File: config.mk
export PLATFORM = sky130hd
export DESIGN_NAME = ctrl_apb_master
export DESIGN_NICKNAME = d
export VERILOG_FILES = /design/src/rtl/ctrl_apb_master.sv
export SDC_FILE = /design/constraint.sdc
export NUM_CORES = 1
export LEC_CHECK = 0
export ABC_AREA = 1
export CELL_PAD_IN_SITES_DETAIL_PLACEMENT = 0
export CELL_PAD_IN_SITES_GLOBAL_PLACEMENT = 1
export CORE_AREA = 2 2 316 318
export DETAILED_ROUTE_END_ITERATION = 10
export DIE_AREA = 0 0 318 320
export PLACE_DENSITY_LB_ADDON = 0.1
export SYNTH_ARGS = -nofsm -noshare
export SYNTH_HDL_FRONTEND = slang
export SYNTH_SLANG_ARGS = --single-unit
export TNS_END_PERCENT = 5
File: constraint.sdc
create_clock -name clk_ctrl -period 1.9 [get_ports clk_ctrl]
set_input_delay 0.475 -clock clk_ctrl [delete_from_list [all_inputs] [get_ports clk_ctrl]]
set_output_delay 0.475 -clock clk_ctrl [all_outputs]
set_load 0.03 [all_outputs]
File: src/rtl/ctrl_apb_master.sv
// Control-plane APB master: round-robin arbitration over NUM_REQ requesters, one SETUP/ACCESS transfer on a decoded slot.
// Optional ACCESS timeout is enabled by defining RV_P4_APB_TIMEOUT_EN.
module ctrl_apb_master #(
    parameter int NUM_REQ     = 2,
    parameter int NUM_SLOTS   = 16,
    parameter int TIMEOUT_CYC = 255
) (
    input  logic                   clk_ctrl,
    input  logic                   rst_ctrl_n,
    input  logic [NUM_REQ-1:0]     req_valid,
    output logic [NUM_REQ-1:0]     req_ready,
    input  logic [NUM_REQ-1:0]     req_write,
    input  logic [NUM_REQ*32-1:0]  req_addr,
    input  logic [NUM_REQ*32-1:0]  req_wdata,
    output logic [NUM_REQ-1:0]     rsp_valid,
    output logic [31:0]            rsp_rdata,
    output logic                   rsp_err,
    output logic [NUM_SLOTS-1:0]   psel,
    output logic                   penable,
    output logic                   pwrite,
    output logic [31:0]            paddr,
    output logic [31:0]            pwdata,
    input  logic [NUM_SLOTS*32-1:0] prdata,
    input  logic [NUM_SLOTS-1:0]   pready,
    input  logic [NUM_SLOTS-1:0]   pslverr,
    output logic                   busy,
    output logic [15:0]            err_cnt
);
    localparam int ID_W = (NUM_REQ > 1) ? $clog2(NUM_REQ) : 1;

    typedef enum logic [1:0] {IDLE, SETUP, ACCESS, RESP} state_t;

    state_t           state_reg, state_next;
    logic [ID_W-1:0]  id_reg, id_next;
    logic [ID_W-1:0]  last_grant_reg, last_grant_next;
    logic [3:0]       slot_reg, slot_next;
    logic             pwrite_reg, pwrite_next;
    logic [31:0]      paddr_reg, paddr_next;
    logic [31:0]      pwdata_reg, pwdata_next;
    logic [31:0]      rdata_reg, rdata_next;
    logic             err_reg, err_next;
    logic [15:0]      err_cnt_reg, err_cnt_next;

    logic [31:0]      addr_arr  [NUM_REQ];
    logic [31:0]      wdata_arr [NUM_REQ];
    logic [31:0]      prdata_arr [NUM_SLOTS];
    logic [NUM_SLOTS-1:0] slot_oh;
    logic             in_xfer;

    logic             grant_found;
    logic [ID_W-1:0]  grant_id;
    logic             sel_write;
    logic [31:0]      sel_addr, sel_wdata;
    logic             dec_err;
    logic             cur_pready, cur_pslverr;
    logic [31:0]      cur_prdata;
    logic             tmo_hit;

    assign in_xfer = (state_reg == SETUP) || (state_reg == ACCESS);

    genvar gi;
    generate
        for (gi = 0; gi < NUM_REQ; gi++) begin : g_req
            assign addr_arr[gi]  = req_addr[gi*32 +: 32];
            assign wdata_arr[gi] = req_wdata[gi*32 +: 32];
            assign req_ready[gi] = (state_reg == IDLE) && grant_found && (grant_id == ID_W'(gi));
            assign rsp_valid[gi] = (state_reg == RESP) && (id_reg == ID_W'(gi));
        end
        for (gi = 0; gi < NUM_SLOTS; gi++) begin : g_slot
            assign prdata_arr[gi] = prdata[gi*32 +: 32];
            assign slot_oh[gi]    = (slot_reg == 4'(gi));
            assign psel[gi]       = in_xfer && slot_oh[gi];
        end
    endgenerate

    // Round-robin: priority k=1 is the requester just after last_grant, so the last winner comes last.
    always_comb begin
        grant_found = 1'b0;
        grant_id    = '0;
        sel_write   = 1'b0;
        sel_addr    = '0;
        sel_wdata   = '0;
        for (int k = 1; k <= NUM_REQ; k++) begin
            for (int j = 0; j < NUM_REQ; j++) begin
                if (!grant_found && req_valid[j] && (j == (int'(last_grant_reg) + k) % NUM_REQ)) begin
                    grant_found = 1'b1;
                    grant_id    = ID_W'(j);
                    sel_write   = req_write[j];
                    sel_addr    = addr_arr[j];
                    sel_wdata   = wdata_arr[j];
                end
            end
        end
    end

    assign dec_err     = (|sel_addr[31:20]) || ({28'd0, sel_addr[19:16]} >= 32'(NUM_SLOTS));
    assign cur_pready  = |(pready & slot_oh);
    assign cur_pslverr = |(pslverr & slot_oh);

    always_comb begin
        cur_prdata = '0;
        for (int s = 0; s < NUM_SLOTS; s++) begin
            if (slot_oh[s]) cur_prdata = cur_prdata | prdata_arr[s];
        end
    end

`ifdef RV_P4_APB_TIMEOUT_EN
    localparam int TMO_W = $clog2(TIMEOUT_CYC + 1);
    logic [TMO_W-1:0] tmo_cnt_reg, tmo_cnt_next;

    // Counter holds the number of ACCESS cycles already completed.
    always_comb begin
        tmo_cnt_next = tmo_cnt_reg;
        if (state_reg == SETUP)       tmo_cnt_next = '0;
        else if (state_reg == ACCESS) tmo_cnt_next = tmo_cnt_reg + TMO_W'(1);
    end

    always_ff @(posedge clk_ctrl or negedge rst_ctrl_n) begin
        if (!rst_ctrl_n) tmo_cnt_reg <= '0;
        else             tmo_cnt_reg <= tmo_cnt_next;
    end

    assign tmo_hit = (tmo_cnt_reg == TMO_W'(TIMEOUT_CYC - 1));
`else
    assign tmo_hit = 1'b0;
`endif

    always_comb begin
        state_next      = state_reg;
        id_next         = id_reg;
        last_grant_next = last_grant_reg;
        slot_next       = slot_reg;
        pwrite_next     = pwrite_reg;
        paddr_next      = paddr_reg;
        pwdata_next     = pwdata_reg;
        rdata_next      = rdata_reg;
        err_next        = err_reg;
        err_cnt_next    = err_cnt_reg;
        case (state_reg)
            IDLE: begin
                if (grant_found) begin
                    id_next   = grant_id;
                    slot_next = sel_addr[19:16];
                    if (dec_err) begin
                        state_next = RESP;
                        err_next   = 1'b1;
                        rdata_next = '0;
                    end else begin
                        state_next  = SETUP;
                        pwrite_next = sel_write;
                        paddr_next  = {16'h0, sel_addr[15:0]};
                        pwdata_next = sel_wdata;
                    end
                end
            end
            SETUP: state_next = ACCESS;
            ACCESS: begin
                // pready wins over a timeout landing in the same cycle
                if (cur_pready || tmo_hit) begin
                    state_next  = RESP;
                    pwrite_next = 1'b0;
                    paddr_next  = '0;
                    pwdata_next = '0;
                    if (cur_pready) begin
                        err_next   = cur_pslverr;
                        rdata_next = (!pwrite_reg && !cur_pslverr) ? cur_prdata : 32'd0;
                    end else begin
                        err_next   = 1'b1;
                        rdata_next = '0;
                    end
                end
            end
            RESP: begin
                state_next      = IDLE;
                last_grant_next = id_reg;
                err_next        = 1'b0;
                rdata_next      = '0;
                if (err_reg && (err_cnt_reg != 16'hFFFF)) err_cnt_next = err_cnt_reg + 16'd1;
            end
            default: state_next = IDLE;
        endcase
    end

    always_ff @(posedge clk_ctrl or negedge rst_ctrl_n) begin
        if (!rst_ctrl_n) begin
            state_reg      <= IDLE;
            id_reg         <= '0;
            last_grant_reg <= ID_W'(NUM_REQ - 1);
            slot_reg       <= '0;
            pwrite_reg     <= 1'b0;
            paddr_reg      <= '0;
            pwdata_reg     <= '0;
            rdata_reg      <= '0;
            err_reg        <= 1'b0;
            err_cnt_reg    <= '0;
        end else begin
            state_reg      <= state_next;
            id_reg         <= id_next;
            last_grant_reg <= last_grant_next;
            slot_reg       <= slot_next;
            pwrite_reg     <= pwrite_next;
            paddr_reg      <= paddr_next;
            pwdata_reg     <= pwdata_next;
            rdata_reg      <= rdata_next;
            err_reg        <= err_next;
            err_cnt_reg    <= err_cnt_next;
        end
    end

    assign penable   = (state_reg == ACCESS);
    assign pwrite    = pwrite_reg;
    assign paddr     = paddr_reg;
    assign pwdata    = pwdata_reg;
    assign rsp_rdata = (state_reg == RESP) ? rdata_reg : 32'd0;
    assign rsp_err   = (state_reg == RESP) && err_reg;
    assign busy      = (state_reg != IDLE);
    assign err_cnt   = err_cnt_reg;
endmodule

==> results_dict.tcl, run 1 <==
set metrics [dict create \
    nFillCells 10907 \
    clk_path_buf_depth 2 \
    grt_use_total_pct 21.0 \
    fin_crit_ns 2.23 \
    initial_core_util_pct 11.7 \
    drtAntennaViolNets 0 \
    via_per_inst 4.12 \
    crit_path_start "state_reg[1]" \
    row_count 115 \
    worstMarginPinSlew_ns 0.877 \
    drc 0 \
    start_kind "register" \
    end_kind "primary output" \
    r2r_start "slot_reg[2]" \
    rsz0062_at_grt "yes" \
    syn_avg_cell_area_um2 5.36 \
    routed_wl_um 111000 \
    synth.top_cell.area_share_pct 28.3 \
    ir_worst_vdd_mv 0.757 \
    ios 814 \
    synth_area_um2 11500 \
    h-tree-depth 3 \
    die_h_um 320 \
    grt_pass1_wl_um 151000 \
    syn_inst 2139 \
    p_int_mw 17.6 \
    violations "negative setup slack" \
    ys_seq_area_share_pct 23.1 \
    min_from "paddr[10]" \
    critical_path_arrival_ns 1.76 \
    finalMaxSlewViolations 0 \
    critical_path.max_fanout 8 \
    power_leakage_nw 12.3 \
    crit_chain "inv_2 > ha_4 > clkinv_4 > buf_12 > nor3_1 > buf_4" \
    core_area_um2 98000 \
    switching_power_mw 19.7 \
    holdWs_ns 0.468 \
    nets 3794 \
    min_path_type "register to register" \
    drt-wirelength-per-cell_um 25.1 \
    clock_latency_ns 0.37 \
    dr.first_iter.drc_count 1042 \
    synth_seq_cells 106 \
    slowest_stage "dfrtp_1" \
    path_depth 6 \
    relSlewSlack_pct 41.5 \
    area_delta_synth_final_pct 126 \
    setup_viol 138 \
    grt_pass1_vias 19042 \
    clock_skew_ns 0.00926 \
    cts.clk_slew.worst_paths_ns 0.08 \
    cts_root_buffer "clkbuf_16" \
    cp.buffers_inverters 4 \
    overflow 0 \
    dr.pass1.iters 5 \
    switching_share_pct 52.8 \
    hold_depth 2 \
    cp_top_family "buffers and inverters" \
    gp_congestion 0.859 \
    critPathKind "register to primary output" \
    synth.area.top_cells "nand2_1 (28%), dfrtp_1 (23%), nand3_1 (20%)" \
    synth.distinct_cells 28 \
    drive_gt1_share_pct 19.1 \
    power_frac_seq_pct 8.9 \
    fin_crit_sh_pct 118 \
    final.setup.tns_ns -30.84 \
    p_clk_share_pct 5.5 \
    fmax_ghz 0.448 \
    fp.dieArea_um2 102000 \
    hold_violations 0 \
    portBuffers 797 \
    netlist.top_cell.by_area "nand2_1" \
    outcome "complete, but fails checks" \
    cts_buffers 9 \
    antenna_found_initial 30 \
    maxCapViolCount 0 \
    cts_tree "built" \
    ff2ff_path_depth 15 \
    cts_sinks 106 \
    required_ns 1.42 \
    dpl.hpwl_um 88400 \
    combPwrFrac_pct 85.5 \
    vias 18173 \
    grt_max_degree 54 \
    p_per_area_nw_per_um2 1440 \
    yosysWarnings 0 \
    cp_slowest_stage_delay_ns 0.40 \
    worst_slack_ns -0.334 \
    die_w_um 318 \
]
==> worst register-to-register path: cells and delay by family, from the launching register on <==
family	cells	cell delay, ns
AND/OR/NAND/NOR	10	0.97
buffers and inverters	5	0.69
flip-flops	1	0.44
==> cell families (layout without fill, tap and decap cells) <==
logic type               after synthesis  in the layout  share of synthesized area [%]
AND/OR/NAND/NOR                     1586           1587                           59.0
buffers and inverters                361           1322                           13.2
flip-flops                           106            106                           23.1
AO/OA/AOI/OAI                         65             65                           2.97
XOR/XNOR                              15             15                           1.14
adder cells (fa/ha/maj)                5              5                          0.545
other                                  1             29                         0.0327
==> power groups by stage <==
stage | clock [mW] | combinational, mW | sequential (mW)
2_1_floorplan | 0 | 10.4 | 4.07
3_5_place_dp | 0 | 25.4 | 3.34
5_1_grt | 2.24 | 34.3 | 3.41
3_3_place_gp | 0 | 25.4 | 3.33
6_report | 2.07 | 31.9 | 3.34
4_1_cts | 2.17 | 30.5 | 3.34
==> stage by stage <==
stage                     util, %  setup WS, ns  instance area (µm²)  std cells  total power [mW]
after floorplan                 -        -0.152                11700       2154              14.5
final                        26.4        -0.334                25900       4416              37.3
after CTS                    25.6        -0.376                25100       4370              36.0
after detailed placement     23.7        -0.799                23200       4293              28.7
after global placement       23.7        -0.769                23200       4293              28.8
after global routing         26.4        -0.441                25900       4409              39.9
==> metal layers <==
metal  vias to the layer above  wire [µm]  share of wire (%)  track usage [%]
met5                         -        107              0.096                0
met3                        70       6380                5.8             4.42
met2                       609      57900                 52             39.5
li1                       8708          -                  -                -
met4                        16       1620                1.5             3.21
met1                      8770      44900                 41             24.5
==> synthesized netlist by cell type <==
cell type and n:
nand2_1 865, nand3_1 451, inv_1 185, nor2_1 176, dfrtp_1 105, buf_2 69
nand4_1 56, a21oi_1 55, clkbuf_1 51, buf_1 26, buf_4 19, nor3_1 18
xor2_1 11, inv_2 9, nor2_2 7, nand2_2 6, ha_1 5, o21ai_0 5
a221oi_1 4, nor2_4 4, xnor2_1 4, clkinv_1 2, conb_1 1, dfstp_2 1
nand3_2 1, nand4_4 1, nor3b_1 1, o21ai_1 1
==> final timing paths <==
kind / end / slack [ns]
min reg2reg: paddr[10] / 0.47
min: paddr[10] / 0.47
max in group asynchronous: slot_reg[0] / 0.70
max: psel[11] / -0.33
max reg2reg: rdata_reg[10] / -0.33
min in group asynchronous: pwdata[20] / 0.56
==> timing repair <==
| action | in CTS | in global routing |
|---|---|---|
| buffers inserted | 46 | 33 |
| gates cloned | 15 | 3 |
| endpoints found under the hold margin | 6 | 0 |
| pin swaps | 54 | 64 |
| setup endpoints to repair | 208 | 147 |
| hold buffers | 1 | 0 |
| gates resized for setup | 270 | 106 |
==> placed cells by master (no fill, tap or decap), types with 3 or more instances in the layout <==
cell,Yosys,final
xnor2_1,4,4
nand3_2,1,21
buf_12,0,118
buf_16,0,18
buf_6,0,50
inv_2,9,34
clkbuf_16,0,12
nand2_1,865,823
nand2_8,0,3
dlygate4sd2_1,0,66
inv_4,0,4
o21ai_0,5,3
clkinv_4,0,5
nor2_4,4,30
dfrtp_2,0,4
dfrtp_1,105,101
nor3_4,0,11
buf_4,19,173
nand2_4,0,10
nor3_2,0,3
diode_2,0,13
nand2_2,6,35
nand3_4,0,9
a21oi_1,55,54
nor3_1,18,4
nand4_1,56,56
buf_8,0,4
xor2_1,11,11
nand3_1,451,422
inv_1,185,154
clkdlybuf4s50_1,0,674
conb_1,1,16
nor2_1,176,127
nor2_2,7,31
==> area by class of cell <==
type	instances	area [µm²]	area share, %
inverter	196	762	2.94
clock buffer	10	239	0.922
antenna	13	32.5	0.126
clock inverter	6	75.1	0.290
sequential	106	2660	10.3
timing repair buffer	1110	12300	47.3
multi-input combinational	1688	8270	31.9
tap	1287	1610	6.21
Power figures use the tool's default switching activity.
==> inputs of run 2 (changes only) <==
--- a/config.mk
+++ b/config.mk
@@ -9,6 +9,8 @@
 export CELL_PAD_IN_SITES_DETAIL_PLACEMENT = 0
 export CELL_PAD_IN_SITES_GLOBAL_PLACEMENT = 1
 export CORE_AREA = 2 2 316 318
+export CTS_BUF_LIST = sky130_fd_sc_hd__clkbuf_2 sky130_fd_sc_hd__clkbuf_4 sky130_fd_sc_hd__clkbuf_8
+export CTS_CLUSTER_SIZE = 25
 export DETAILED_ROUTE_END_ITERATION = 10
 export DIE_AREA = 0 0 318 320
 export PLACE_DENSITY_LB_ADDON = 0.1
==> results_dict.tcl, run 2 (synthesis results as in run 1) <==
set metrics [dict create \
    antenna_found_initial 28 \
    vias 17897 \
    cts_tree "built" \
    cp_top_family "buffers and inverters" \
    outcome "complete, but fails checks" \
    clock_skew_ns 0.0137 \
    fp.dieArea_um2 102000 \
    start_kind "register" \
    grt_max_degree 54 \
    cts_root_buffer "clkbuf_8" \
    critical_path_arrival_ns 1.82 \
    drtAntennaViolNets 0 \
    clock_latency_ns 0.41 \
    ir_worst_vdd_mv 0.741 \
    drt-wirelength-per-cell_um 25.0 \
    finalMaxSlewViolations 0 \
    drc 0 \
    fin_crit_ns 2.30 \
    layout_commonest_cell "nand2_1" \
    grt_pass1_vias 18751 \
    required_ns 1.42 \
    worstMarginPinSlew_ns 0.724 \
    cp.buffers_inverters 4 \
    dpl.hpwl_um 88400 \
    fin_area_um2 24700 \
    holdWs_ns 0.477 \
    dr.first_iter.drc_count 1126 \
    row_count 115 \
    final_cell_mix "nand2_1 (834), clkdlybuf4s50_1 (676), nand3_1 (439)" \
    end_kind "primary output" \
    ios 814 \
    nFillCells 11015 \
    p_per_area_nw_per_um2 1350 \
    rsz0062_at_grt "yes" \
    hold_violations 0 \
    pre_cts_ws_ns -0.799 \
    die_h_um 320 \
    portBuffers 797 \
    nets 3735 \
    worst_slack_ns -0.397 \
    critical_path.max_fanout 8 \
    critPathKind "register to primary output" \
    maxCapViolCount 0 \
    p_total_mw 33.4 \
    min_path_type "register to register" \
    dr.pass1.iters 5 \
    slowest_stage "dfrtp_1" \
    cts.clk_slew.worst_paths_ns 0.11 \
    relSlewSlack_pct 51.7 \
    initial_core_util_pct 11.7 \
    crit_chain "inv_2 > ha_4 > clkinv_4 > buf_12 > nor3_4 > buf_12" \
    fmax_ghz 0.435 \
    gp_congestion 0.859 \
    cts_sinks 106 \
    h-tree-depth 3 \
    cts_buffers 9 \
    fin_crit_sh_pct 121 \
    violations "negative setup slack" \
    cp_slowest_stage_delay_ns 0.41 \
    grt_pass1_wl_um 147000 \
    routed_wl_um 109000 \
    drive_gt1_share_pct 16.3 \
    die_w_um 318 \
    power_leakage_nw 11.7 \
    via_per_inst 4.11 \
    area_delta_synth_final_pct 115 \
    core_area_um2 98000 \
    cp_common_cell "buf_12" \
    clk_path_buf_depth 2 \
    grt_use_total_pct 20.4 \
    setup_viol 138 \
    placed_area_um2 23200 \
    overflow 0 \
]
run 2: worst min-delay path, stage by stage (launching register included):
cell	delay, ns
dfrtp_1	0.35
nand2_1	0.05
nand2_1	0.05
run 2: final cells by class:
cell class | instances | area, µm² | share of cell area, %
sequential | 106 | 2660 | 10.8
inverter | 196 | 762 | 3.09
clock inverter | 6 | 75.1 | 0.304
multi-input combinational | 1688 | 8030 | 32.5
antenna | 13 | 32.5 | 0.132
clock buffer | 10 | 138 | 0.557
timing repair buffer | 1051 | 11400 | 46.1
tap | 1287 | 1610 | 6.52
run 2: final timing paths:
check	start	to	slack (ns)	cells after the start
worst max-delay path	state_reg[1]	psel[8]	-0.40	6
max in group asynchronous	rst_ctrl_n	slot_reg[0]	0.76	3
worst min register to register	pwdata[13]	pwdata[13]	0.48	2
min in group asynchronous	rst_ctrl_n	pwdata[20]	0.51	2
worst min-delay path	pwdata[13]	pwdata[13]	0.48	2
worst max register to register	slot_reg[1]	rdata_reg[25]	-0.33	16
run 2: timing repair:
item / 4_1_cts / 5_1_grt
gates resized for setup: 187 / 92
gates cloned: 5 / 8
endpoints found under the setup margin: 210 / 147
hold buffers: 1 / 0
hold endpoints to repair: 30 / 0
setup buffers: 6 / 16
pin swaps: 16 / 22
run 2: metrics by stage:
| step | utilization (%) | TNS (ns) | instances |
|---|---|---|---|
| 5_1_grt | 25.2 | -48.92 | 4349 |
| 3_3_place_gp | 23.7 | -49.41 | 4293 |
| 6_report | 25.2 | -30.06 | 4357 |
| 3_5_place_dp | 23.7 | -45.48 | 4293 |
| 4_1_cts | 24.4 | -41.72 | 4321 |
| 2_1_floorplan | - | -5.26 | 2154 |
run 2: where the power goes:
group	internal [mW]	leakage (nW)	total, mW	switching (mW)
clock network	0.663	0.105	1.61	0.947
registers	2.90	1.40	3.34	0.434
logic	11.4	10.2	28.5	17.1
total	15.0	11.7	33.4	18.5
run 2: metal layers:
metal  up-vias  GRT usage (%)  wire (µm)
li1       8592              -          -
met1      8601           23.7      43900
met2       620           38.8      57200
met3        70           4.31       6140
met4        14           3.13       1570
met5         -              0         93
==> edit: new RTL, settings of run 2 <==
Change the parameter `NUM_SLOTS` from 16 to 8.
--- a/src/rtl/ctrl_apb_master.sv
+++ b/src/rtl/ctrl_apb_master.sv
@@ -2,7 +2,7 @@
 // Optional ACCESS timeout is enabled by defining RV_P4_APB_TIMEOUT_EN.
 module ctrl_apb_master #(
     parameter int NUM_REQ     = 2,
-    parameter int NUM_SLOTS   = 16,
+    parameter int NUM_SLOTS   = 8,
     parameter int TIMEOUT_CYC = 255
 ) (
     input  logic                   clk_ctrl,
Ports: changed (resized prdata, pready, psel and pslverr); port bits go from 814 to 534. No check against the original RTL was run, so the function may have changed too.
==> edit against run 2 <==
Highest routed layer unchanged; count of clock-buffer cells in the layout is the same; sequential cell count is the same; design area shrank 27%; worst setup slack gained 0.010 ns; maximum frequency grew 0.44%; die area is the same; global-route usage shrank 7.3 points; first-iteration DRC count shrank 54%; largest power group unchanged; area after synthesis shrank 26%; routed wire length shrank 37%; power shrank 24%; the run still ends with negative setup slack left.
==> edit: results (changes against run 2) <==
INFO  metric fin_ws = -0.387 ns (was -0.397 ns)
INFO  metric worst_vdd_drop = 0.626 mV (was 0.741 mV)
INFO  metric power_density = 1410 mW/mm^2 (was 1350 mW/mm^2)
INFO  metric critical_path_peak_fanout = 3 (was 8)
INFO  metric clkTransAtPathRegs = 0.13 ns (was 0.11 ns)
INFO  metric layout.comb_gates.multi_input = 1197 (was 1688)
INFO  metric hpwl = 51400 microns (was 88400 microns)
INFO  metric yosys.area_share.adder = 0.00733 (was 0.00545)
INFO  metric critPathMaxStageDelay = 0.45 ns (was 0.41 ns)
INFO  metric gp_routability_congestion = 0.772 (was 0.859)
INFO  metric non_clock_inverter_count = 63 (was 196)
INFO  metric tightest_slew = 0.602 ns (was 0.724 ns)
INFO  metric final_layout_size_suffix_gt1_frac = 0.182 (was 0.163)
INFO  metric share_of_the_synthesized_netlist_area_taken_by_xor_and_xnor_gates = 0.0103 (was 0.0114)
INFO  metric setup_total_negative_slack = -30.67 ns (was -30.06 ns)
INFO  metric first_global_vias = 12633 (was 18751)
INFO  metric share_of_the_final_layout_cell_area_in_multi_input_gates = 0.314 (was 0.325)
INFO  metric syn-instance-count = 1467 (was 2139)
INFO  metric routed_wirelength = 69000 microns (was 109000 microns)
INFO  metric insertion_delay = 0.45 ns (was 0.41 ns)
INFO  metric synth_compound_area_frac = 0.0472 (was 0.0297)
INFO  metric finClkSkew = 0.0250 ns (was 0.0137 ns)
INFO  metric p_leak = 0.00835 uW (was 0.0117 uW)
INFO  metric clockNetworkAreaShare = 0.0104 (was 0.00862)
INFO  metric globalRouteTotalUtil = 0.131 (was 0.204)
INFO  metric critical-path-slowest-cell = dfrtp_2 (was dfrtp_1)
INFO  metric min_delay_worst_endpoint = pwdata[4] (was pwdata[13])
INFO  metric vias = 11898 (was 17897)
INFO  metric layout.buffer.nonclock.area_share = 0.423 (was 0.461)
INFO  metric yosysSeqAreaShare = 0.311 (was 0.231)
INFO  metric synth.top_cells.by_area = dfrtp_1 (31%), nand2_1 (27%), nand3_1 (18%) (was nand2_1 (28%), dfrtp_1 (23%), nand3_1 (20%))
INFO  metric r2r-start = slot_reg[3] (was slot_reg[1])
INFO  metric setup.reg_to_reg.worst_slack = -0.29 ns (was -0.33 ns)
INFO  metric hold-worst-slack = 0.479 ns (was 0.477 ns)
INFO  metric setup.worst_path.end = psel[5] (was psel[8])
INFO  metric drt-initial-drc-count = 521 (was 1126)
INFO  metric antenna_violations_before_repair = 20 (was 28)
INFO  metric combined_flip_flop_and_latch_cell_area = 0.00266 sq mm (about the same)
INFO  metric violations = negative setup slack (unchanged)
INFO  metric reg2regPathDepth = 14 (was 16)
INFO  metric fillCellCount = 11160 (was 11015)
INFO  metric outcome = finished with violations (unchanged)
INFO  metric setup_violations = 130 (was 138)
INFO  metric r2r-end = pwdata[21] (was rdata_reg[25])
INFO  metric layout.non_clock_buffers = 689 (was 1051)
edit: logic make-up (layout without fill, tap and decap cells):
family	count (synthesis)	after routing
compound gates	76	76
xor+xnor	10	10
fa+ha+maj	5	5
buf+inv	180	768
flops	106	106
other cells	1	29
simple gates	1089	1090
edit: stage by stage:
step / total power, uW / cells
floorplan: 11500 / 1482
global placement: 20300 / 3291
detailed placement: 20300 / 3291
global route: 27700 / 3366
CTS: 24900 / 3345
finish: 25500 / 3371
edit: layer usage:
layer	vias up	global-route usage	wire length, microns
met1	5637	0.150	28200
met4	14	0.0321	913
met2	335	0.242	35600
met5	-	0	86
met3	44	0.0342	4140
li1	5868	-	-
edit: timing repair:
action	in CTS	in global routing
resized for setup	198	78
pin swaps	18	16
endpoints found under the hold margin	32	0
setup endpoints to repair	195	146
cloned	13	6
hold buffers	1	0
buffers inserted	25	7
edit: report_power, final:
group	internal, uW	switching, uW	total (uW)
logic	8340	11800	20200
clock network	527	1050	1580
registers	3140	587	3720
